**config.mk**
```make
export PLATFORM = sky130hd
export DESIGN_NAME = max_pool_1_engine
export DESIGN_NICKNAME = d
export VERILOG_FILES = /design/src/rtl/max_pool_1_engine.sv
export SDC_FILE = /design/constraint.sdc
export NUM_CORES = 1
export LEC_CHECK = 0
export CAP_MARGIN = 20
export CELL_PAD_IN_SITES_DETAIL_PLACEMENT = 0
export CELL_PAD_IN_SITES_GLOBAL_PLACEMENT = 1
export CORE_UTILIZATION = 50
export CTS_CLUSTER_SIZE = 28
export DETAILED_ROUTE_END_ITERATION = 8
export PLACE_DENSITY_LB_ADDON = 0.1
export SLEW_MARGIN = 10
export SYNTH_ARGS = -nofsm -noshare
export SYNTH_HDL_FRONTEND = slang
export SYNTH_SLANG_ARGS = --single-unit
```
**constraint.sdc**
```tcl
create_clock -name clk -period 9.9 [get_ports clk]
set_input_delay 1.485 -clock clk [delete_from_list [all_inputs] [get_ports clk]]
set_output_delay 1.485 -clock clk [all_outputs]
set_load 0.02 [all_outputs]
```
**src/rtl/max_pool_1_engine.sv**
```systemverilog
// 2x2 stride-2 signed max-pooling engine: conv_1 BRAM -> max_pool_1 BRAM, one output per 6 cycles.
// Optional build macro MAX_POOL_1_RELU_EN clamps negative pooled values to zero before the write.
module max_pool_1_engine #(
    parameter int IN_W     = 32,
    parameter int IN_H     = 32,
    parameter int CHANNELS = 32
) (
    input  logic        clk,
    input  logic        rst_n,
    input  logic        start,
    output logic        busy,
    output logic        done,
    output logic [31:0] src_addr,
    output logic        src_en,
    input  logic [31:0] src_dout,
    output logic [31:0] dst_addr,
    output logic [31:0] dst_din,
    output logic        dst_en,
    output logic [3:0]  dst_we
);

    localparam logic [31:0] OUT_W     = 32'(IN_W / 2);
    localparam logic [31:0] OUT_H     = 32'(IN_H / 2);
    localparam logic [31:0] ROW_IN    = 32'(IN_W);
    localparam logic [31:0] PLANE_IN  = 32'(IN_W * IN_H);
    localparam logic [31:0] PLANE_OUT = 32'((IN_W / 2) * (IN_H / 2));
    localparam logic [31:0] LAST_C    = 32'(CHANNELS - 1);

    typedef enum logic [2:0] {IDLE, RD0, RD1, RD2, RD3, LAST, WR, DONE} state_t;

    state_t             state;
    logic [31:0]        ox, oy, c;
    logic [31:0]        ox_n, oy_n, c_n;
    logic               final_out;
    logic signed [31:0] max_val;
    logic signed [31:0] cmp_max;
    logic signed [31:0] pooled;

    function automatic logic [31:0] src_byte(input logic [31:0] ch, input logic [31:0] y,
                                             input logic [31:0] x);
        return (ch * PLANE_IN + y * ROW_IN + x) << 2;
    endfunction

    always_comb begin
        final_out = (c == LAST_C) && (oy == OUT_H - 1) && (ox == OUT_W - 1);
        ox_n = ox + 1;
        oy_n = oy;
        c_n  = c;
        if (ox == OUT_W - 1) begin
            ox_n = '0;
            oy_n = oy + 1;
            if (oy == OUT_H - 1) begin
                oy_n = '0;
                c_n  = c + 1;
            end
        end
        cmp_max = ($signed(src_dout) > max_val) ? $signed(src_dout) : max_val;
`ifdef MAX_POOL_1_RELU_EN
        pooled = cmp_max[31] ? '0 : cmp_max;
`else
        pooled = cmp_max;
`endif
    end

    // Outputs are loaded for the state being entered, so each state's signals appear in its own cycle.
    always_ff @(posedge clk or negedge rst_n) begin
        if (!rst_n) begin
            state    <= IDLE;
            busy     <= 1'b0;
            done     <= 1'b0;
            src_en   <= 1'b0;
            src_addr <= '0;
            dst_en   <= 1'b0;
            dst_we   <= '0;
            dst_addr <= '0;
            dst_din  <= '0;
            ox       <= '0;
            oy       <= '0;
            c        <= '0;
            max_val  <= '0;
        end else begin
            done   <= 1'b0;
            dst_en <= 1'b0;
            dst_we <= '0;
            case (state)
                IDLE: if (start) begin
                    state    <= RD0;
                    ox       <= '0;
                    oy       <= '0;
                    c        <= '0;
                    busy     <= 1'b1;
                    src_en   <= 1'b1;
                    src_addr <= '0;
                end
                RD0: begin
                    state    <= RD1;
                    src_addr <= src_byte(c, 2 * oy, 2 * ox + 1);
                end
                RD1: begin
                    state    <= RD2;
                    max_val  <= src_dout;
                    src_addr <= src_byte(c, 2 * oy + 1, 2 * ox);
                end
                RD2: begin
                    state    <= RD3;
                    max_val  <= cmp_max;
                    src_addr <= src_byte(c, 2 * oy + 1, 2 * ox + 1);
                end
                RD3: begin
                    state   <= LAST;
                    max_val <= cmp_max;
                    src_en  <= 1'b0;
                end
                LAST: begin
                    state    <= WR;
                    max_val  <= cmp_max;
                    dst_en   <= 1'b1;
                    dst_we   <= 4'hF;
                    dst_addr <= (c * PLANE_OUT + oy * OUT_W + ox) << 2;
                    dst_din  <= pooled;
                end
                WR: begin
                    if (final_out) begin
                        state <= DONE;
                        busy  <= 1'b0;
                        done  <= 1'b1;
                    end else begin
                        state    <= RD0;
                        ox       <= ox_n;
                        oy       <= oy_n;
                        c        <= c_n;
                        src_en   <= 1'b1;
                        src_addr <= src_byte(c_n, 2 * oy_n, 2 * ox_n);
                    end
                end
                DONE:    state <= IDLE;
                default: state <= IDLE;
            endcase
        end
    end

endmodule

```
==> results of run 1 <==
[path summary, 6_finish.rpt]
check	endpoint	slack, ps	cells after the start
min in group asynchronous	max_val[7]$_DFFE_PN0P_	960	1
worst min register to register	dst_addr[3]$_DFFE_PN0P_	480	2
worst max-delay path	src_addr[28]$_DFFE_PN0P_	4000	19
worst min-delay path	dst_addr[3]$_DFFE_PN0P_	480	2
worst max register to register	src_addr[28]$_DFFE_PN0P_	4000	19
max in group asynchronous	state[1]$_DFFE_PN0P_	7300	2
[routing by layer]
layer	wire length, um	up-vias	share of wire (%)	global-route usage (%)
met5	0	-	0	0
met3	3942	145	6.5	4.507
met4	2477	0	4.1	12.14
met2	28530	609	47	52.56
met1	25630	8264	42	41.31
li1	-	7947	-	-
[layout by cell type, fill, tap and decap left out, types with 11 or more instances in the layout]
master           netlist  routed
inv_1                 89      89
o22ai_1               12      12
o21ai_0              173     173
clkdlybuf4s50_1        0     133
dfrtp_1              227     225
a211o_1               23      23
mux2_2                14      14
and3_1                29      29
ha_1                 153     153
nand2b_1              21      21
nand2_1              272     271
xnor2_1              106     106
xor2_1                66      66
nor4_1                18      18
nor2_1               121     120
and4_1                15      15
nand4_1               32      32
a2bb2oi_1             19      19
nand3_1               87      87
o21bai_1              15      15
o21a_1                11      11
a21o_1                60      60
buf_4                 10      19
a21oi_1              135     135
clkbuf_16              0      29
o311ai_0              20      20
a31oi_1               25      25
nor2b_1               20      19
fa_1                  67      67
o31ai_1               28      28
mux2i_1               34      34
nor3_1                33      33
[kinds of logic after synthesis]
group / after synthesis
AO/OA/AOI/OAI: 605
other: 1
buffers and inverters: 191
multiplexers: 48
XOR/XNOR: 172
adder cells (fa/ha/maj): 220
AND/OR/NAND/NOR: 700
flip-flops: 227
[synth_stat cells, drive strengths merged, types with 33 or more instances]
| library cell | count | share of area [%] |
|---|---|---|
| buf | 36 | 1.2 |
| nor3 | 33 | 0.87 |
| inv | 89 | 1.8 |
| fa | 67 | 7.1 |
| a21oi | 136 | 3.6 |
| nand2 | 274 | 5.4 |
| a21o | 60 | 2.4 |
| nor2 | 124 | 2.5 |
| ha | 153 | 10 |
| nand4 | 34 | 1.2 |
| clkbuf | 66 | 1.3 |
| xor2 | 66 | 3.0 |
| mux2i | 34 | 1.8 |
| nand3 | 87 | 2.3 |
| xnor2 | 106 | 4.9 |
| dfrtp | 227 | 30 |
| o21ai | 182 | 4.8 |
[final cells by class]
cell class	count	area, um^2	area share, %
multi-input combinational	1749	12580	57.80
sequential	227	5683	26.10
timing repair buffer	153	1489	6.839
clock buffer	42	864.6	3.971
tap	511	639.4	2.937
inverter	89	334.1	1.534
clock inverter	10	177.7	0.8160
[power groups by stage]
stage	Combinational (W)	Clock, W	Sequential (W)
floorplan	0.00120	0	0.00146
global placement	0.00202	0	0.00133
detailed placement	0.00204	0	0.00134
CTS	0.00205	0.00118	0.00133
global route	0.00223	0.00122	0.00136
finish	0.00205	0.00117	0.00133
[worst register-to-register path, delay by kind of cell (launching register included)]
family,cells,cell delay [ps]
AO/OA/AOI/OAI,8,2200
XOR/XNOR,2,310
adder cells (fa/ha/maj),3,1280
buffers and inverters,2,380
flip-flops,1,580
AND/OR/NAND/NOR,4,1050
[metrics by stage]
| step | utilization [%] | hold slack [ps] | worst slack, ps | power (W) | instance area (um^2) |
|---|---|---|---|---|---|
| after CTS | 57.94 | 481.4 | 4188 | 0.004559 | 21770 |
| after detailed placement | 55.17 | 466.8 | 4221 | 0.003386 | 20730 |
| after global routing | 57.94 | 504.2 | 3762 | 0.004812 | 21770 |
| after global placement | 55.17 | 460.8 | 4377 | 0.003352 | 20730 |
| final | 57.94 | 475.8 | 3995 | 0.004544 | 21770 |
| after floorplan | - | 452.8 | 5119 | 0.002656 | 19040 |
[state kept, by name, indices dropped and copies added, names as in the netlist, 3 cells and up]
register and count:
oy 32, max_val 32, ox 32, c 32
dst_din 32, state 3, src_addr 30, dst_addr 30
==> qor.yml, run 1 <==
fp-row-count: 71
relSlewSlack_pct: 18.85
cts_buffers: 29
finalSetupTns_ps: 0
n_antenna_cell: 0
startpoint_type: "flop"
critical_path.cell_chain: "ha_1, nor4b_1, nand4_1, nor4_4, buf_4, xnor2_1, fa_1, inv_1, ha_1, a21oi_1, nor2b_1, o31ai_1, o211ai_1, a41o_1, a21oi_1, o21ai_0, xnor2_1, o221ai_1, a31o_2"
end_kind: "flop"
drc: 0
cts_buffer_depth: 3
yosys_warnings: 0
switching_power_w: 0.001842
die_x_um: 197.1
critPathSlowestCell: "o31ai_1"
hold_viol: 0
synth_cell_types: 83
dp.cells: 2729
cp_data_required_time_ps: 10370
cts_num_sinks: 227
p_int_w: 0.002702
post-route-period-util_pct: 59.64
cellPowerDensity_mw_per_mm2: 208.7
switching_share_pct: 40.53
die_h_um: 197.1
antenna_found_initial: 0
worstSetupStartpoint: "oy[1]$_DFFE_PN0P_"
synth_compound_area_share_pct: 20.41
synthXorXnorAreaFrac_pct: 7.918
synth-edff-count: 0
setup_viol: 0
ir_worst_vdd_uv: 227.8
areaGrowthSynthToFinish_pct: 14.44
syn_inst: 2164
power.leakage_nw: 10.59
drtIter0Drc: 1153
synth_top_family_by_area: "compound AO/OA/AOI/OAI gates"
syn_area_mm2: 0.01902
synth-simple-area-share_pct: 17.84
critical_path.top_delay_family: "compound AO/OA/AOI/OAI gates"
htree_levels: 1
drtAntennaViolNets: 0
crit_buf_inv: 2
hp-class: "reg -> reg"
clock_skew_ps: 16.42
gr-usage-all-layers_pct: 31.49
path_clk_slew_ps: 60
combPwrFrac_pct: 45.0
grt_max_degree: 107
yosys_register_bits: 227
hold_start: "dst_addr[3]$_DFFE_PN0P_"
maxCapViolations: 0
syn_avg_cell_area_um2: 8.791
slew_violations: 0
synthAdderAreaFrac_pct: 17.11
ios: 139
p_clk_share_pct: 25.8
grt_overflow: 0
drive_above_1_share_pct: 5.330
post_cts_buffers: 0
fin_crit_ps: 5905
place_hpwl_um: 44780
crit_type: "reg -> reg"
r2r_start: "oy[1]$_DFFE_PN0P_"
async_flop_share_pct: 100.0
cp_slowest_stage_delay_ps: 590
routabilityCongestion: 0.9546
cts_resized: 0
numPortBuffers: 134
die_area_mm2: 0.03883
finalWirelength_um: 60570
path_max_fanout: 17
rsz0062_at_grt: "no"
sequentialPowerShare_pct: 29.2
hold_buffers: 0
fin_nets: 2504
grt_pass1_vias: 16370
grt_pass1_wl_um: 94940
fin_cells: 2781
initial_core_util_pct: 50.63
synthMuxAreaShare_pct: 2.618
clk_latency_ps: 570
core_area_mm2: 0.03758
worst_slew_pin_slew_ps: 1207
vias: 16970
yosysSeqAreaShare_pct: 29.86
cp.arrival_ps: 6370
root_buffer: "clkbuf_16"
outcome: "finished, final reports clean"
fmax_ghz: 0.1694
routedWlPerCell_um: 21.78
synth_flop_cell: "dfrtp_1"
cts_tree: "done"
fillCellCount: 3445
first_pass_iters: 5
viasPerCell: 6.100
Power figures use the tool's default switching activity.
==> run 2: changes to the inputs <==
--- a/config.mk
+++ b/config.mk
@@ -8,7 +8,7 @@
 export CAP_MARGIN = 20
 export CELL_PAD_IN_SITES_DETAIL_PLACEMENT = 0
 export CELL_PAD_IN_SITES_GLOBAL_PLACEMENT = 1
-export CORE_UTILIZATION = 50
+export CORE_UTILIZATION = 42
 export CTS_CLUSTER_SIZE = 28
 export DETAILED_ROUTE_END_ITERATION = 8
 export PLACE_DENSITY_LB_ADDON = 0.1
==> constraint.sdc (replaced) <==
create_clock -name clk -period 5.4 [get_ports clk]
set_input_delay 0.81 -clock clk [delete_from_list [all_inputs] [get_ports clk]]
set_output_delay 0.81 -clock clk [all_outputs]
set_load 0.02 [all_outputs]
==> qor.yml, run 2 (synthesized netlist as in run 1, its figures left out) <==
post-route-period-util_pct: 95.42
p_clk_share_pct: 25.9
first_pass_iters: 5
ir_worst_vdd_uv: 366.0
fin_crit_ps: 5153
cellPowerDensity_mw_per_mm2: 371.6
final_common_cell: "nand2_1"
cts_buffer_depth: 3
hp-class: "in -> async"
path_max_fanout: 6
startpoint_type: "flop"
cts_buffers: 30
sequentialPowerShare_pct: 28.9
routabilityCongestion: 0.9385
grt_overflow: 0
slew_violations: 0
setup_viol: 0
fmax_ghz: 0.1941
rsz0062_at_grt: "no"
antenna_found_initial: 0
drive_above_1_share_pct: 9.423
fillCellCount: 4260
drtIter0Drc: 1442
grt_max_degree: 98
ios: 139
cts_tree: "done"
switching_share_pct: 41.21
routedWlPerCell_um: 21.50
worst_slew_pin_slew_ps: 1112
end_kind: "flop"
die_area_mm2: 0.04615
core_area_mm2: 0.04441
finalWirelength_um: 63370
finalSetupTns_ps: 0
place_hpwl_um: 47660
viasPerCell: 5.800
grt_pass1_vias: 16690
drtAntennaViolNets: 0
holdWs_ps: 276.5
fin_nets: 2587
clk_latency_ps: 610
fp-row-count: 77
cts_num_sinks: 227
relSlewSlack_pct: 25.62
n_antenna_cell: 0
path_clk_slew_ps: 60
maxCapViolations: 0
numPortBuffers: 134
combPwrFrac_pct: 45.2
die_h_um: 214.8
vias: 17100
drc: 0
areaGrowthSynthToFinish_pct: 19.05
hold_viol: 0
crit_type: "reg -> reg"
p_int_w: 0.004948
root_buffer: "clkbuf_16"
hold_buffers: 0
cp.arrival_ps: 5580
grt_pass1_wl_um: 98780
clock_skew_ps: 39.85
switching_power_w: 0.003468
cp_data_required_time_ps: 5820
die_x_um: 214.8
initial_core_util_pct: 42.83
power.leakage_nw: 11.10
final_cell_mix: "nand2_1 (271), dfrtp_1 (223), o21ai_0 (173), ha_1 (153), a21oi_1 (135)"
outcome: "finished, final reports clean"
htree_levels: 1
gr-usage-all-layers_pct: 27.42
run 2: layout make-up:
class | instances | area [um^2] | area share (%)
multi-input combinational | 1749 | 12660 | 55.92
sequential | 227 | 5685 | 25.10
timing repair buffer | 235 | 2130 | 9.403
clock buffer | 41 | 902.1 | 3.983
tap | 592 | 740.7 | 3.271
inverter | 89 | 334.1 | 1.475
clock inverter | 15 | 191.4 | 0.8453
run 2: metal layers:
layer / vias to the layer above / track usage [%] / routed length (um)
met2: 507 / 44.17 / 29090
li1: 8108 / - / -
met3: 136 / 3.100 / 3231
met4: 0 / 10.62 / 2403
met5: - / 0 / 0
met1: 8346 / 37.64 / 28650
run 2: final timing paths:
check                           slack, ps  cells after the start                     from                        to
worst min register to register        470                      2  dst_din[27]$_DFFE_PN0P_   dst_din[27]$_DFFE_PN0P_
worst max-delay path                  250                     17       oy[25]$_DFFE_PN0P_  src_addr[31]$_DFFE_PN0P_
max in group asynchronous            3890                      2                    rst_n         ox[4]$_DFFE_PN0P_
worst min-delay path                  280                      1                    rst_n    dst_din[1]$_DFFE_PN0P_
worst max register to register        250                     17       oy[25]$_DFFE_PN0P_  src_addr[31]$_DFFE_PN0P_
min in group clk                      470                      2  dst_din[27]$_DFFE_PN0P_   dst_din[27]$_DFFE_PN0P_
run 2: timing repair:
item	4_1_cts	5_1_grt
setup endpoints to repair	0	9
setup buffers	0	1
resized for setup	0	14
run 2: per-stage QoR:
| step | cell area [um^2] | utilization [%] | cells | total power, W | worst slack, ps |
|---|---|---|---|---|---|
| floorplan | 19040 | - | 2167 | 0.004868 | 618.6 |
| global placement | 21470 | 48.34 | 2891 | 0.006209 | 99.32 |
| detailed placement | 21470 | 48.34 | 2891 | 0.006266 | 90.45 |
| CTS | 22560 | 50.80 | 2947 | 0.008484 | 17.94 |
| global route | 22650 | 50.99 | 2948 | 0.008957 | 0.2434 |
| finish | 22650 | 50.99 | 2948 | 0.008416 | 247.4 |
run 2: critical path, stage by stage (launching register included):
cell and delay (ps):
dfrtp_1 450, nor4_1 460, nand4_1 280, nor2_1 150, nand2_1 150, or3_1 540, nor4_2 260, xor2_1 300
fa_1 470, ha_1 320, a21o_1 180, a211o_1 320, or3_1 360, o21bai_1 160, xnor2_1 100, a22oi_1 180
a2bb2oi_1 200, o21ai_1 80
run 2: power groups by stage:
stage | sequential [W] | combinational (W) | clock (W)
floorplan | 0.00268 | 0.00219 | 0
global placement | 0.00245 | 0.00376 | 0
detailed placement | 0.00246 | 0.00380 | 0
CTS | 0.00244 | 0.00382 | 0.00223
global route | 0.00250 | 0.00416 | 0.00230
finish | 0.00243 | 0.00380 | 0.00218
==> run 3: changes to the inputs <==
==> constraint.sdc (replaced) <==
create_clock -name clk -period 5.4 [get_ports clk]
set_input_delay 0.54 -clock clk [delete_from_list [all_inputs] [get_ports clk]]
set_output_delay 0.54 -clock clk [all_outputs]
set_load 0.02 [all_outputs]
==> qor.yml, run 3 (synthesized netlist as in run 1, its figures left out) <==
worstSetupStartpoint: "ox[6]$_DFFE_PN0P_"
finalSetupTns_ps: 0
placed_area_mm2: 0.02143
gr-usage-all-layers_pct: 27.49
multi_input_comb_area_mm2: 0.01265
final_cell_area_mm2: 0.02255
finalWirelength_um: 63240
drc: 0
cellPowerDensity_mw_per_mm2: 371.3
violations: "negative hold slack"
top_usage_layer: "met2"
viasPerCell: 5.819
post_cts_buffers: 0
endpoint: "src_addr[31]$_DFFE_PN0P_"
die_h_um: 214.8
startpoint_type: "flop"
final_common_cell: "nand2_1"
utilization_pct: 50.76
worst_slew_pin_slew_ps: 957.4
hp-class: "in -> async"
slew_violations: 0
areaGrowthSynthToFinish_pct: 18.51
cts_resized: 0
ir_worst_vdd_uv: 445.2
ios: 139
first_pass_iters: 9
maxCapViolations: 0
register_area_mm2: 0.005685
fillCellCount: 4230
cp_data_required_time_ps: 5840
fin_crit_ps: 5129
vias: 17110
crit_type: "reg -> reg"
timing.reg2reg.worst_path_depth: 19
dp.cells: 2888
path_clk_slew_ps: 60
grt_pass1_wl_um: 98810
numPortBuffers: 134
path_max_fanout: 6
setup_viol: 0
drtAntennaViolNets: 0
use_met2_pct: 44.78
fp-row-count: 77
relSlewSlack_pct: 36.17
drtIter0Drc: 1306
cts_num_sinks: 227
fmax_ghz: 0.1950
fin_nets: 2584
core_area_mm2: 0.04441
drive_above_1_share_pct: 8.773
routedWlPerCell_um: 21.51
root_buffer: "clkbuf_16"
die_area_mm2: 0.04615
r2r_start: "ox[6]$_DFFE_PN0P_"
initial_core_util_pct: 42.83
grtUsageMet3_pct: 4.897
end_kind: "flop"
htree_levels: 1
fin_cells: 2940
r2r_setup_slack_ps: 270
cp.arrival_ps: 5570
routabilityCongestion: 0.9204
post-route-period-util_pct: 94.98
cts_buffer_depth: 3
clk_latency_ps: 590
r2r-end: "src_addr[31]$_DFFE_PN0P_"
antenna_found_initial: 0
grt_pass1_vias: 16700
grt_max_degree: 124
holdWs_ps: -38.39
final_cell_mix: "nand2_1 (271), dfrtp_1 (223), o21ai_0 (173), ha_1 (153), a21oi_1 (135)"
clock_skew_ps: 15.39
hold_viol: 9
power.leakage_nw: 11.02
hold_buffers: 0
die_x_um: 214.8
place_hpwl_um: 47350
cts_buffers: 30
cts_tree: "done"
grt_util_met1_pct: 36.72
n_antenna_cell: 0
grt_overflow: 0
outcome: "complete, but fails checks"
[run 3: cell count changes in the layout (fill, tap and decap cells not counted), moves of 2 or more]
cell	delta
buf_4	-3
bufinv_16	+3
clkbuf_1	+7
clkinv_4	-2
clkbuf_8	-9
clkinv_2	-3
[run 3: worst min path at each step]
| stage | start | end | slack (ps) | cells after the start |
|---|---|---|---|---|
| after floorplan | rst_n | busy$_DFFE_PN0P_ | 240 | 0 |
| after global placement | dst_din[27]$_DFFE_PN0P_ | dst_din[27]$_DFFE_PN0P_ | 460 | 2 |
| after detailed placement | src_addr[7]$_DFFE_PN0P_ | src_addr[7]$_DFFE_PN0P_ | 470 | 1 |
| after CTS | rst_n | dst_din[1]$_DFFE_PN0P_ | 40 | 1 |
| after global routing | rst_n | dst_din[2]$_DFFE_PN0P_ | 60 | 1 |
| final | rst_n | dst_din[1]$_DFFE_PN0P_ | -40 | 1 |
[run 3: report_power, final]
part	internal [W]	switching, W	total (W)
Combinational	0.00151	0.00225	0.00376
Sequential	0.00212	0.000335	0.00245
Clock	0.00133	0.000830	0.00216
Total	0.00496	0.00342	0.00837
[run 3: area by class of cell]
cell class                      count  area share, %
Tap cell                          592          3.285
Sequential cell                   227          25.22
Timing Repair Buffer              232          9.307
Clock buffer                       39          3.568
Multi-Input combinational cell   1749          56.13
Clock inverter                     12          1.010
Inverter                           89          1.482
[run 3: critical path, cell delays in order, from the launching register on]
cell       delay, ps
dfrtp_1          500
and4_1           310
nand2_1           90
nor2_1           160
and4_1           270
and2_1           240
nor3b_4          390
and2_1           310
nand3_1          120
xnor2_1          310
fa_1             460
ha_1             310
a21o_1           190
a211o_1          320
or3_1            350
o21bai_1         160
xnor2_1          100
a22oi_1          150
a2bb2oi_1        180
o21ai_1           70
[run 3: per-stage QoR]
stage | worst slack [ps] | power (W)
6_report | 271.2 | 0.008372
3_3_place_gp | 128.7 | 0.006187
2_1_floorplan | 618.6 | 0.004868
3_5_place_dp | 62.10 | 0.006243
5_1_grt | -9.455 | 0.008888
4_1_cts | 51.73 | 0.008428
[run 3: metal layers]
layer  wire length [um]  vias to the layer above
met3               4080                      121
li1                   -                     8114
met5                  0                        -
met1              27840                     8320
met4               1972                        0
met2              29350                      554
==> variant 1: new RTL, flow settings as in run 3 <==
Build with the macro `MAX_POOL_1_RELU_EN` defined.
--- a/src/rtl/max_pool_1_engine.sv
+++ b/src/rtl/max_pool_1_engine.sv
@@ -1,4 +1,6 @@
 // 2x2 stride-2 signed max-pooling engine: conv_1 BRAM -> max_pool_1 BRAM, one output per 6 cycles.
 // Optional build macro MAX_POOL_1_RELU_EN clamps negative pooled values to zero before the write.
+`define MAX_POOL_1_RELU_EN
+
 module max_pool_1_engine #(
     parameter int IN_W     = 32,
Check against the original RTL: same outputs for any inputs over 4 cycles, from zero or initial values and one cycle with rst_n low; that may be too few to reach the edited logic, so the function may still have changed.
==> variant 1 against run 3 <==
The flow still finishes with violations (negative hold slack). Setup slack got worse by 0.050 ns. Synthesized cell count fell by 6.2%. Synthesized area fell by 3.8%. Routed wire length fell by 6.0%. Fmax fell by 0.97%. Sequential power fell by 5%. Clock skew fell by 0.0051 ns. Sequential cell count fell by 1. Cell area fell by 2.9%. Count of clock-buffer cells in the layout rose by 4. Total power fell by 17%. Critical path type unchanged. Largest cell class unchanged. Largest power group unchanged. Highest routed layer unchanged.
==> variant 1: results (changes against run 3) <==
clock_network:
  clk_latency_ns: 0.57  # -0.02 ns
outcome:
  violations: "negative hold slack"
  outcome: "finished with violations"
power_and_ir_drop:
  leakage_nw: 10.8  # -2.0%
  p_switching_mw: 2.61  # -24%
  p_clk_mw: 2.01  # -7%
  seq_cell_power_mw: 2.33  # -5%
cells_and_area:
  drive_above_1_share_pct: 10.4  # +1.6 points
routing:
  vias: 16100  # -6.0%
  dr.pass1.iters: 5  # -4
  wl_met3_um: 3640  # -11%
  via_per_inst: 5.70  # -2.0%
  met1_length_um: 27100  # -2.7%
  wl_met2_um: 27000  # -7.9%
  drt-total-wl_um: 59400  # -6.0%
  drt_iter0_drc: 1108  # -15%
sta:
  holdWs_ns: -0.0135  # +0.0249 ns
  clock-skew-final_ns: 0.0103  # -0.00507 ns
  hold_viol: 18  # +9
worst_setup_path:
  r2r_setup_slack_ns: 0.22  # -0.05 ns
  r2r-end: "src_addr[29]"
  critPathLaunch: "ox[0]"
  max_stage_delay_ns: 0.68  # +0.18 ns
  crit_fanout: 7  # +1
  arrival_ns: 5.59  # +0.02 ns
placed_design:
  hpwl_um: 46100  # -2.5%
  dp_cells: 2763  # -4.3%
  place_congestion: 0.975  # +5.9%
  place_worst_setup_slack_ns: -0.181  # -0.243 ns
yosys:
  synth_area_leaders: "dfrtp_1 31%, ha_1 10%, fa_1 7.3%"
  synthXorXnorAreaFrac_pct: 8.40  # +0.48 points
  syn_area_per_cell_um2: 9.01  # +2.5%
  synth_top_cells_by_count: "228 x nand2_1, 226 x dfrtp_1, 164 x o21ai_0, 153 x ha_1, 107 x nor2_1"
  synthMuxAreaShare_pct: 2.46  # -0.16 points
  ys_seq_area_share_pct: 30.9  # +1.0 points
global_routing:
  grt_pass1_wl_um: 92800  # -6.1%
  grt_util_met2_pct: 43.8  # -0.95 points
  track_usage_pct: 27.0  # -0.52 points
  use_met1_pct: 36.7  # about the same
  grt_max_degree: 93  # -25%
[variant 1: cell count changes in the layout (fill, tap and decap cells not counted), sizes merged, moves of 14 or more]
cell     change
nor2        -16
a22oi       +30
mux2i       -34
o21ai       -15
a21oi       -38
and3        +23
a2bb2oi     -19
nand2       -45
o311ai      -20
a211o       -19
xor2        +14
mux2        +26
[variant 1: metrics by stage]
| step | setup TNS, ns | utilization (%) | area [µm²] |
|---|---|---|---|
| 4_1_cts | 0 | 50.6 | 21800 |
| 2_1_floorplan | 0 | - | 18300 |
| 5_1_grt | -0.0352 | 50.9 | 21900 |
| 3_3_place_gp | -0.00744 | 48.3 | 20800 |
| 6_report | 0 | 50.9 | 21900 |
| 3_5_place_dp | -0.351 | 48.3 | 20800 |
[variant 1: final cells by class]
class | count | area [µm²]
multi-input cells | 1638 | 12000
well taps | 585 | 732
clock buffers | 43 | 838
repair buffers | 243 | 2190
clock inverters | 7 | 138
inverters | 76 | 285
flip-flops and latches | 226 | 5660
fillers | 4143 | 21100
==> variant 2: new RTL, config.mk and constraints of run 3 <==
Made on the original files. Encoding of `state_t`: now one-hot (8 bits for 8 states).
--- a/src/rtl/max_pool_1_engine.sv
+++ b/src/rtl/max_pool_1_engine.sv
@@ -27,5 +27,5 @@
     localparam logic [31:0] LAST_C    = 32'(CHANNELS - 1);
 
-    typedef enum logic [2:0] {IDLE, RD0, RD1, RD2, RD3, LAST, WR, DONE} state_t;
+    typedef enum logic [7:0] {IDLE = 8'b00000001, RD0 = 8'b00000010, RD1 = 8'b00000100, RD2 = 8'b00001000, RD3 = 8'b00010000, LAST = 8'b00100000, WR = 8'b01000000, DONE = 8'b10000000} state_t;
 
     state_t             state;
Formal check against the unedited RTL: same outputs for any inputs over 4 cycles, from zero or initial values and one cycle with rst_n low; so few cycles prove little.
==> variant 2 against run 3 <==
Routed wire length fell by 5.7%. Sequential cell count rose by 5. Critical path type unchanged. Synthesized area fell by 2.0%. Synthesized cell count fell by 3.2%. Highest routed layer unchanged. Cell area fell by 1.4%. The run still ends with negative hold slack left. Setup slack got worse by 0.072 ns.
Power is not compared: it rests on default switching activity, and its combinational part moved more than twofold at a synthesized area within 25%.
==> variant 2: results (changes against run 3) <==
placed_design:
  dp_cells: 2832  # -1.9%
  hpwl_um: 45700  # -3.4%
  place_worst_setup_slack_ns: -0.0224  # -0.0845 ns
  place_congestion: 0.917  # -0.40%
  placed_cell_area_um2: 21200  # -1.3%
routing:
  drt_iter0_drc: 1232  # -5.7%
  wl_met2_um: 26400  # -10%
  wl_met3_um: 3970  # -2.6%
  wl_per_cell_um: 20.7  # -3.9%
  met1_length_um: 27500  # -1.4%
cells_and_area:
  num-fill-cells: 4140  # -2.1%
  fin_area_um2: 22200  # -1.4%
  seq_share_pct: 26.1  # +0.92 points
  drive_above_1_share_pct: 10.2  # +1.4 points
  multi_input_area_um2: 12100  # -4.2%
  final_cells: 2885  # -1.9%
  multi_input_cells: 1657  # -5.3%
  signal_buffers: 242  # +4.3%
  nets: 2533  # -2.0%
  area_share_nonclk_buffers_pct: 9.71  # +0.40 points
  clock_buffers: 43  # +10%
  inverters: 116  # +30%
  final_util_pct: 51.1  # +0.38 points
sta:
  holdWs_ns: -0.0896  # -0.0512 ns
  fmax_mhz: 192  # -1.4%
  max-slew-margin-rel_pct: 27.2  # -9.0 points
  clock-skew-final_ns: 0.0201  # +0.00475 ns
  hold_viol: 17  # +8
global_routing:
  grt_max_degree: 107  # -14%
  grt_util_met2_pct: 41.7  # -3.1 points
  use_met1_pct: 37.7  # +0.95 points
  grt_pass1_vias: 16300  # -2.4%
  track_usage_pct: 26.7  # -0.76 points
  grt_pass1_wl_um: 93200  # -5.7%
worst_setup_path:
  r2r_setup_slack_ns: 0.20  # -0.07 ns
  crit_path_end: "src_addr[30]"
  reg2reg_depth: 18  # -1
  slowest_stage: "fa_1"
  crit_family: "compound AO/OA/AOI/OAI gates"
  arrival_ns: 5.66  # +0.09 ns
  crit_fanout: 4  # -2
yosys:
  synth-compound-area-share_pct: 18.5  # -1.9 points
  synthMuxAreaShare_pct: 2.04  # -0.58 points
  syn_area_per_cell_um2: 8.90  # +1.3%
  synth_top_cells_by_count: "231 x dfrtp_1, 200 x nand2_1, 192 x o21ai_0, 165 x nor2_1, 153 x ha_1"
  synthXorXnorAreaFrac_pct: 8.41  # +0.49 points
clock_network:
  cts_made_buffers: 29  # -3.3%
  cts_resized: 1  # +1
  clock-sinks: 232  # +2.2%
outcome:
  violations: "negative hold slack"
  outcome: "finished with violations"
## variant 2: cell types whose count changed in the layout (fill, tap and decap cells not counted), moves of 17 or more
| cell | before | now |
|---|---|---|
| a211o_1 | 23 | 2 |
| a21o_1 | 60 | 39 |
| a21oi_1 | 135 | 86 |
| a2bb2oi_1 | 19 | 0 |
| a31oi_1 | 25 | 44 |
| inv_1 | 89 | 113 |
| mux2i_1 | 34 | 2 |
| nand2_1 | 271 | 199 |
| nand3b_1 | 2 | 33 |
| nor2_1 | 120 | 164 |
| o21ai_0 | 173 | 190 |
| o311ai_0 | 20 | 3 |
## variant 2: power by group through the flow
stage / Combinational [mW] / Clock (mW) / Sequential [mW]
final: 1.53 / 2.02 / 2.06
after global routing: 1.70 / 2.12 / 2.08
after CTS: 1.56 / 2.06 / 2.06
after detailed placement: 1.55 / 0 / 2.08
after global placement: 1.54 / 0 / 2.07
after floorplan: 0.968 / 0 / 2.11
